`config.mk`:
```
export PLATFORM = sky130hd
export DESIGN_NAME = alu_sequencer
export DESIGN_NICKNAME = d
export VERILOG_FILES = /design/src/rtl/alu_seq_pkg.sv /design/src/rtl/alu_seq_regfile.sv /design/src/rtl/alu_sequencer.sv
export SDC_FILE = /design/constraint.sdc
export NUM_CORES = 1
export LEC_CHECK = 0
export CAP_MARGIN = 40
export CORE_ASPECT_RATIO = 2
export CORE_MARGIN = 1.5
export CORE_UTILIZATION = 42
export DETAILED_ROUTE_END_ITERATION = 10
export PLACE_DENSITY = 0.84
export SLEW_MARGIN = 10
export SYNTH_ARGS = -nofsm -noshare
export SYNTH_HDL_FRONTEND = slang
export SYNTH_SLANG_ARGS = --single-unit
```
`constraint.sdc`:
```
create_clock -name iClk -period 1.79 [get_ports iClk]
set_clock_uncertainty 0.2 [all_clocks]
set_input_delay 0.358 -clock iClk [delete_from_list [all_inputs] [get_ports iClk]]
set_output_delay 0.358 -clock iClk [all_outputs]
set_load 0.005 [all_outputs]
```
`src/rtl/alu_seq_pkg.sv`:
```
`default_nettype none
// ============================================================================
//  Module      : alu_seq_pkg
//  Description : Shared constants for the ALU sequencer: ALU opcodes,
//                sequencer-only opcodes, flag bit positions, FSM states.
//  Options     : ALU_SEQ_STEP_EN adds the PAUSE state (encoding reserved
//                here in every build).
//  Revision    : 1.0 - initial release
// ============================================================================
package alu_seq_pkg;

    localparam int DATA_W = 4;

    // Opcodes executed by the external ALU
    localparam logic [3:0] INS_ADD    = 4'b0000;
    localparam logic [3:0] INS_SUB    = 4'b0001;
    localparam logic [3:0] INS_AND    = 4'b0010;
    localparam logic [3:0] INS_OR     = 4'b0011;
    localparam logic [3:0] INS_XOR    = 4'b0100;
    localparam logic [3:0] INS_NAND   = 4'b0101;
    localparam logic [3:0] INS_NOR    = 4'b0110;
    localparam logic [3:0] INS_XNOR   = 4'b0111;
    localparam logic [3:0] INS_NOT    = 4'b1000;
    localparam logic [3:0] INS_LSHIFT = 4'b1001;
    localparam logic [3:0] INS_RSHIFT = 4'b1010;

    // Opcodes handled by the sequencer itself (1101/1110 are NOPs)
    localparam logic [3:0] OP_LDI  = 4'b1011;
    localparam logic [3:0] OP_BRZ  = 4'b1100;
    localparam logic [3:0] OP_HALT = 4'b1111;

    // Bit positions inside the {Z,N,C,V} flag vector
    localparam int FLAG_Z = 3;
    localparam int FLAG_N = 2;
    localparam int FLAG_C = 1;
    localparam int FLAG_V = 0;

    typedef enum logic [2:0] {
        ST_IDLE  = 3'd0,
        ST_FETCH = 3'd1,
        ST_EXEC  = 3'd2,
        ST_DONE  = 3'd3,
        ST_PAUSE = 3'd4
    } seqState_t;

    // True for opcodes that go through the ALU and update the flags
    function automatic logic isAluOp(input logic [3:0] op);
        return (op <= INS_RSHIFT);
    endfunction

endpackage
`default_nettype wire

```
`src/rtl/alu_seq_regfile.sv`:
```
`default_nettype none
// ============================================================================
//  Module      : alu_seq_regfile
//  Description : NREG x 4-bit register file, two combinational operand read
//                ports, one combinational read-back port, one synchronous
//                write port, asynchronous clear.
//  Revision    : 1.0 - initial release
// ============================================================================
module alu_seq_regfile
    import alu_seq_pkg::*;
#(
    parameter int NREG = 4
) (
    input  logic              iClk,
    input  logic              iReset,
    input  logic              iWe,
    input  logic [1:0]        ivWrAddr,
    input  logic [DATA_W-1:0] ivWrData,
    input  logic [1:0]        ivRdAddrA,
    input  logic [1:0]        ivRdAddrB,
    input  logic [1:0]        ivRdAddrC,
    output logic [DATA_W-1:0] ovRdDataA,
    output logic [DATA_W-1:0] ovRdDataB,
    output logic [DATA_W-1:0] ovRdDataC
);

    logic [DATA_W-1:0] r_regs [NREG];

    // Single write port; the whole file clears on reset
    always_ff @(posedge iClk or posedge iReset) begin
        if (iReset) begin
            for (int i = 0; i < NREG; i++) begin
                r_regs[i] <= '0;
            end
        end else if (iWe) begin
            r_regs[ivWrAddr] <= ivWrData;
        end
    end

    // Reads see pre-edge contents, so rd==ra/rb reads the old value
    assign ovRdDataA = r_regs[ivRdAddrA];
    assign ovRdDataB = r_regs[ivRdAddrB];
    assign ovRdDataC = r_regs[ivRdAddrC];

endmodule
`default_nettype wire

```
`src/rtl/alu_sequencer.sv`:
```
`default_nettype none
// ============================================================================
//  Module      : alu_sequencer
//  Description : Program-driven controller for the external 4-bit ALU.
//                Fetches 12-bit instructions from a synchronous ROM, drives
//                the ALU from a 4x4 register file, writes results back and
//                keeps registered {Z,N,C,V} flags.
//  Options     : ALU_SEQ_STEP_EN - adds iStep and a PAUSE state after every
//                non-HALT instruction (single-step debug).
//  Revision    : 1.0 - initial release
// ============================================================================
module alu_sequencer
    import alu_seq_pkg::*;
#(
    parameter int ADDR_W = 6,
    parameter int NREG   = 4
) (
    input  logic              iClk,
    input  logic              iReset,
    input  logic              iStart,
`ifdef ALU_SEQ_STEP_EN
    input  logic              iStep,
`endif
    output logic [ADDR_W-1:0] ovPc,
    input  logic [11:0]       ivInstr,
    output logic [3:0]        ovAluInstruccion,
    output logic [3:0]        ovAluA,
    output logic [3:0]        ovAluB,
    input  logic [3:0]        ivAluResultado,
    input  logic [3:0]        ivAluFlags,
    output logic [3:0]        ovFlags,
    input  logic [1:0]        ivRegSel,
    output logic [3:0]        ovRegOut,
    output logic              oBusy,
    output logic              oDone
);

    seqState_t         r_state;
    logic [ADDR_W-1:0] r_pc;
    logic [3:0]        r_flags;
    logic              r_busy;
    logic              r_done;

    // Instruction fields, only meaningful while in EXEC
    logic [3:0]        w_op;
    logic [1:0]        w_rd;
    logic [1:0]        w_ra;
    logic [1:0]        w_rb;
    logic [3:0]        w_imm;
    logic [ADDR_W-1:0] w_target;
    logic              w_unusedBits;
    logic              w_exec;
    logic              w_isAlu;
    logic              w_we;
    logic [3:0]        w_wrData;
    logic [3:0]        w_rdA;
    logic [3:0]        w_rdB;

    assign w_op         = ivInstr[11:8];
    assign w_rd         = ivInstr[7:6];
    assign w_ra         = ivInstr[5:4];
    assign w_rb         = ivInstr[3:2];
    assign w_imm        = ivInstr[5:2];
    assign w_target     = ADDR_W'(ivInstr[5:0]);
    assign w_unusedBits = ^ivInstr[1:0];

    assign w_exec   = (r_state == ST_EXEC);
    assign w_isAlu  = isAluOp(w_op);
    assign w_we     = w_exec && (w_isAlu || (w_op == OP_LDI));
    assign w_wrData = w_isAlu ? ivAluResultado : w_imm;

    alu_seq_regfile #(
        .NREG      (NREG)
    ) u_regfile (
        .iClk      (iClk),
        .iReset    (iReset),
        .iWe       (w_we),
        .ivWrAddr  (w_rd),
        .ivWrData  (w_wrData),
        .ivRdAddrA (w_ra),
        .ivRdAddrB (w_rb),
        .ivRdAddrC (ivRegSel),
        .ovRdDataA (w_rdA),
        .ovRdDataB (w_rdB),
        .ovRdDataC (ovRegOut)
    );

    // ALU is only driven while an ALU-class instruction is executing
    always_comb begin
        ovAluInstruccion = '0;
        ovAluA           = '0;
        ovAluB           = '0;
        if (w_exec && w_isAlu) begin
            ovAluInstruccion = w_op;
            ovAluA           = w_rdA;
            ovAluB           = w_rdB;
        end
    end

    // Sequencer FSM: PC, flags and the busy/done status are all registered
    always_ff @(posedge iClk or posedge iReset) begin
        if (iReset) begin
            r_state <= ST_IDLE;
            r_pc    <= '0;
            r_flags <= '0;
            r_busy  <= 1'b0;
            r_done  <= 1'b0;
        end else begin
            r_done <= 1'b0;
            case (r_state)
                ST_IDLE: begin
                    if (iStart) begin
                        r_pc    <= '0;
                        r_busy  <= 1'b1;
                        r_state <= ST_FETCH;
                    end
                end
                ST_FETCH: begin
                    r_state <= ST_EXEC;
                end
                ST_EXEC: begin
                    if (w_isAlu) begin
                        r_flags <= ivAluFlags;
                    end
                    if (w_op == OP_HALT) begin
                        r_busy  <= 1'b0;
                        r_done  <= 1'b1;
                        r_state <= ST_DONE;
                    end else begin
                        // BRZ looks at the flags from the previous ALU op
                        if ((w_op == OP_BRZ) && r_flags[FLAG_Z]) begin
                            r_pc <= w_target;
                        end else begin
                            r_pc <= r_pc + ADDR_W'(1);
                        end
`ifdef ALU_SEQ_STEP_EN
                        r_state <= ST_PAUSE;
`else
                        r_state <= ST_FETCH;
`endif
                    end
                end
                ST_DONE: begin
                    r_state <= ST_IDLE;
                end
`ifdef ALU_SEQ_STEP_EN
                ST_PAUSE: begin
                    if (iStep) begin
                        r_state <= ST_FETCH;
                    end
                end
`endif
                default: begin
                    r_busy  <= 1'b0;
                    r_state <= ST_IDLE;
                end
            endcase
        end
    end

    assign ovPc    = r_pc;
    assign ovFlags = r_flags;
    assign oBusy   = r_busy;
    assign oDone   = r_done;

endmodule
`default_nettype wire

```
== After elaboration in Yosys (flattened, before gate mapping) ==
Cells that the tools add are included.

* Flip-flop bits (word level): 31
* Bits of input ports: 25
* Output and inout port bits: 28
* Logic and storage cells: 69

* $add $sub $neg: 1
* Magnitude comparators: 6
* Eq/ne operators: 9
* Muxes and demuxes: 28
* Bitwise logic cells: 5
* Reductions and logical operators: 11

{| class="wikitable"
|+ Operators by type and width
! cell !! number
|-
| 4-bit two-way mux || 11
|-
| 4-bit binary-select mux with 2-bit select || 3
|-
| 6-bit two-way mux || 3
|-
| 16-bit bitwise mux || 1
|-
| 4-bit equality test, second input constant || 3
|-
| 3-bit greater-or-equal comparator, second input constant || 4
|-
| 2-bit inverter with 3-bit output || 4
|-
| 6-bit one-hot mux with 2 select lines || 1
|-
| 3-bit one-hot mux with 3 select lines || 1
|-
| 4-bit demux with 2-bit select || 1
|-
| 6-bit by 1-bit adder with 6-bit output, second input constant || 1
|-
| 3-bit by 2-bit equality test with 1-bit output, second input constant || 2
|-
| 3-bit AND reduction || 2
|-
| 4-bit <= comparator, second input constant || 1
|-
| 1-bit logical AND || 4
|-
| 1-bit two-way mux || 4
|-
| 2-bit != test, second input constant || 2
|-
| 3-bit by 1-bit equality test with 1-bit output, second input constant || 1
|-
| 3-bit logical NOT || 1
|-
| 3-bit by 1-bit < comparator with 1-bit output, second input constant || 1
|-
| 3-bit two-way mux || 1
|-
| 1-bit one-hot mux with 3 select lines || 1
|-
| 2-bit two-way mux || 1
|-
| 2-bit by 1-bit != test with 1-bit output, second input constant || 1
|-
| other kinds (5) || 5
|}

== Depth between registers and ports, before layout ==
* Depth in word-level cells: 6
* Mapped depth: 5
* Gate-level depth less buffers: 5

== Hierarchy ==
Synthesis repeated with hierarchy kept, for this count alone.

* Cells, all modules: 135
* Area total of the unflattened synthesis: 1800.5 µm²

{| class="wikitable"
|+ By module, submodules not included
! module !! times used !! cells each !! area an instance (µm²) !! sequential area each (µm²)
|-
| alu_seq_regfile || 1 || 49 || 904.6 || 400.4
|-
| alu_sequencer || 1 || 86 || 895.9 || 350.3
|}

== Worst setup path after synthesis ==
Ideal clock, no wire load.

* Path type: input to output
* Start: in ivInstr[4]
* End: out ovAluA[0]
* Arrival time: 1348 ps
* Required time: 1232 ps
* Path slack: -116 ps
* Stages on the path: 3
* Buffers on the path: 1
* Cells stage by stage: clkbuf_1 -> mux4_2 -> and3_1

* Word-level cells in the longest chain between the ends: 5

{| class="wikitable"
|+ RTL lines
! element !! line !! RTL
|-
| start: declaration || alu_sequencer.sv:25 || <nowiki>input logic [11:0] ivInstr,</nowiki>
|-
| 2-bit inverter with 3-bit output (implied by the code) || alu_seq_regfile.sv:41 || <nowiki>assign ovRdDataA = r_regs[ivRdAddrA];</nowiki>
|-
| 4-bit binary-select mux with 2-bit select || alu_seq_regfile.sv:41 ||
|-
| 4-bit two-way mux (implied by the code) (2 in a row) || alu_seq_regfile.sv:41 ||
|-
| 4-bit two-way mux || alu_sequencer.sv:93 || <nowiki>if (w_exec && w_isAlu) begin</nowiki>
|-
| end: declaration || alu_sequencer.sv:27 || <nowiki>output logic [3:0] ovAluA,</nowiki>
|}

No other way between the ends. The select of a mux whose other input is x is not followed.

== Worst setup path after layout ==
* Start: reg u_regfile.r_regs[14] (netlist name)
* End: out ovAluB[2]

* Word-level cells in the longest chain between the ends: 4

{| class="wikitable"
|+ RTL lines
! element !! line !! RTL
|-
| start: declaration || alu_seq_regfile.sv:27 || <nowiki>logic [DATA_W-1:0] r_regs [NREG];</nowiki>
|-
| start signal: indexed assignment || alu_seq_regfile.sv:36 || <nowiki>r_regs[ivWrAddr] <= ivWrData;</nowiki>
|-
| 4-bit binary-select mux with 2-bit select || alu_seq_regfile.sv:42 || <nowiki>assign ovRdDataB = r_regs[ivRdAddrB];</nowiki>
|-
| 4-bit two-way mux (implied by the code) (2 in a row) || alu_seq_regfile.sv:42 ||
|-
| 4-bit two-way mux || alu_sequencer.sv:93 ||
|-
| end: declaration || alu_sequencer.sv:28 || <nowiki>output logic [3:0] ovAluB,</nowiki>
|}

No other way between the ends. The select of a mux whose other input is x is not followed.

==> metrics.txt <==
worst path arrival time=1.60 ns; post-synthesis cell area=about 0.0017 mm2; r2r worst-path depth=8; min Tclk post-route=2.155 ns; sequential area share after synthesis=43.57%; Clock transition at path regs=~0.070 ns; post-DP HPWL=3638 um; Min Hold Slack=0.2922 ns; grt met1 use=28.75%; final wirelength=just over 6000 um; synth top area cells=dfrtp_1 (44%), mux4_2 (16%), mux2i_1 (5.2%); Synth top area share=43.57%; crit share post-route=120.4%; failing checks=setup timing; DRC viols=0; diode count=0; vias in the first global route=between 1500 and 2000; hold path startpoint=ovFlags[1]$_DFFE_PP0P_; grt met3 use=6.564%; post-layout util=76.77%; Skew-Pair Late Insertion Delay=0.29 ns; clock tree buffer depth=2; distinct cell type count after synthesis=33; Via density=5.600; # setup viols final=16; Hold-fix buffers, CTS=0; MaxCap Viol Count=0; Die W=around 48 um; Mapped Cells=about 150; Final Power=about 3.8 mW; worst r2r dst=ovPc[3]$_DFFE_PP0P_; post-synth top area cell=dfrtp_1; share of cells above drive strength 1=a little under half; Crit Reg-Reg Startpoint=r_state[0]$_DFFE_PP0P_; Starting DRT DRC Count=54; fin area=0.002982 mm2; worst vdd ir=0.8830 mV; # clock sinks=30; kind of critical path=reg -> out; outcome=finished with violations; FILL cells=262; Data required, critical path=around 1.2 ns; first-pass GRT wire length=9011 um; peak fanout along the critical path=3; synth warn=0; Initial Util=44.36%; TritonCTS clock tree=built; drt pass-1 iters=5; final slew viol count=0; Fmax achieved=roughly 460 MHz; syn_area_per_cell=11.33 um2; Worst setup EP type=output pin; Slew @ Worst Pin=0.4082 ns; power per cell area=1260 mW/mm2; post-route ant nets=0; placed instance area=0.002608 mm2; gr usage total=~29%; worst hold stages=1; register-to-register setup slack=0.06 ns; nets@finish=approximately 300; synthesized net count=178; post-synthesis register bit count=30; Root Buffer=clkbuf_8; Critical Path Source Type=register; met2 usage=roughly 50%; largest net degree at the start of global routing=31; hold violation count in the final report=0; initial antenna violation count=0; Cell Rows=32; IO Count=between 50 and 60; gr ovfl total=0; number of vias after detailed routing=1820; routability congestion estimate=0.8367; Buffers on Ports=52; synthesis-to-finish area growth=73.06%; relative slew slack=between 70% and 80%; Final WS setup=-0.3647 ns; Min-Delay Endpoint=ovFlags[1]$_DFFE_PP0P_; post-DR wirelength/cell=between 15 and 20 um; Hold WC Path Type=reg -> reg; Die Y=around 94 um; grt peak-use layer=met2; CORE AREA=about 0.004 mm2; H-tree Lvls=2; unrepaired setup endpoints after global routing=true; Die Area=approximately 0.0045 mm2; Leak=~1.4 nW; CTS buffer count=5
-- synth_stat cells --
library cell,instances
and4_1,1
nand2_4,1
and3_1,14
ha_1,1
o21ba_2,1
nor4b_2,2
nand2_1,18
nand3_1,1
a32oi_1,1
mux4_2,12
o31ai_1,3
mux2_1,4
and2b_1,1
o21ai_1,13
nand2b_1,2
dfrtp_1,30
buf_4,2
a22o_1,1
or4_1,1
a21boi_1,1
nand4b_1,2
a21o_1,1
nor2_1,6
o22ai_1,1
o21ai_0,2
inv_1,4
nor2b_1,3
o211ai_1,1
a21oi_1,4
nand4_1,2
clkbuf_1,4
mux2i_1,9
o2bb2ai_1,3
-- how the worst max path moves through the flow --
stage | depth (start not counted) | end | slack [ns] | from
after CTS | 4 | ovAluB[2] | -0.30 | u_regfile.r_regs[2]$_DFFE_PP0P_
after global routing | 4 | ovAluB[3] | -0.39 | u_regfile.r_regs[3]$_DFFE_PP0P_
after detailed placement | 4 | ovAluA[2] | -0.97 | ivInstr[4]
final | 4 | ovAluB[2] | -0.36 | u_regfile.r_regs[14]$_DFFE_PP0P_
after global placement | 4 | ovAluA[1] | -0.92 | ivInstr[4]
after floorplan | 3 | ovAluA[0] | 0.01 | ivInstr[4]
-- layer usage --
metal / vias to the layer above / wire [um]
met5: - / 0
met4: 0 / 253
met3: 23 / 330
met2: 90 / 3506
met1: 884 / 2010
li1: 823 / -
-- power breakdown --
group          switching [mW]  internal, mW  total (mW)
combinational           0.724          1.26        1.98
clock                   0.273         0.308       0.581
sequential              0.238         0.954        1.19
-- layout by cell type (no fill, tap or decap), types with 6 or more instances in the layout --
cell type / count
dfrtp_1: 30
clkbuf_8: 6
nor2_1: 6
clkdlybuf4s50_1: 25
and3_4: 10
nand2_1: 17
buf_6: 33
o21ai_1: 13
buf_4: 46
mux2i_1: 9
mux4_2: 12
buf_2: 10
-- metrics by stage --
stage / setup slack (ns) / std cells / TNS [ns]
floorplan: 0.01022 / 152 / 0
global placement: -0.9229 / 293 / -19.29
detailed placement: -0.9684 / 293 / -21.06
CTS: -0.2957 / 320 / -2.716
global route: -0.3892 / 325 / -3.977
finish: -0.3647 / 325 / -3.285
-- area by class of cell --
cell class,instances,area [um2],share of cell area [%]
Clock inverter,2,12.51,0.4196
Multi-Input combinational cell,112,980.9,32.90
Clock buffer,6,82.58,2.770
Timing Repair Buffer,120,1076,36.09
Tap cell,51,63.81,2.140
Sequential cell,30,750.7,25.18
Inverter,4,15.01,0.5036
-- worst max-delay path: stages (launching register included) --
cell     delay (ns)
dfrtp_1        0.43
buf_6          0.14
mux4_2         0.45
and3_4         0.18
buf_6          0.11
-- kinds of logic (layout without fill, tap and decap cells) --
group,count (synthesis),after routing,synth area share (%)
simple gates,54,54,17.94
compound gates,32,32,11.62
flops,30,30,43.57
mux,25,25,23.53
buf+inv,10,132,2.614
fa+ha+maj,1,1,0.7261
-- flip-flops by register name, indices dropped and copies added (netlist names) --
register          flops
ovPc                  6
ovFlags               4
oBusy                 1
u_regfile.r_regs     16
r_state               2
oDone                 1
-- timing repair --
action	4_1_cts	5_1_grt
gates resized for setup	124	14
cloned	1	0
endpoints found under the setup margin	37	22
buffers inserted	18	5
pin swaps	13	2
Power figures use the tool's default switching activity.
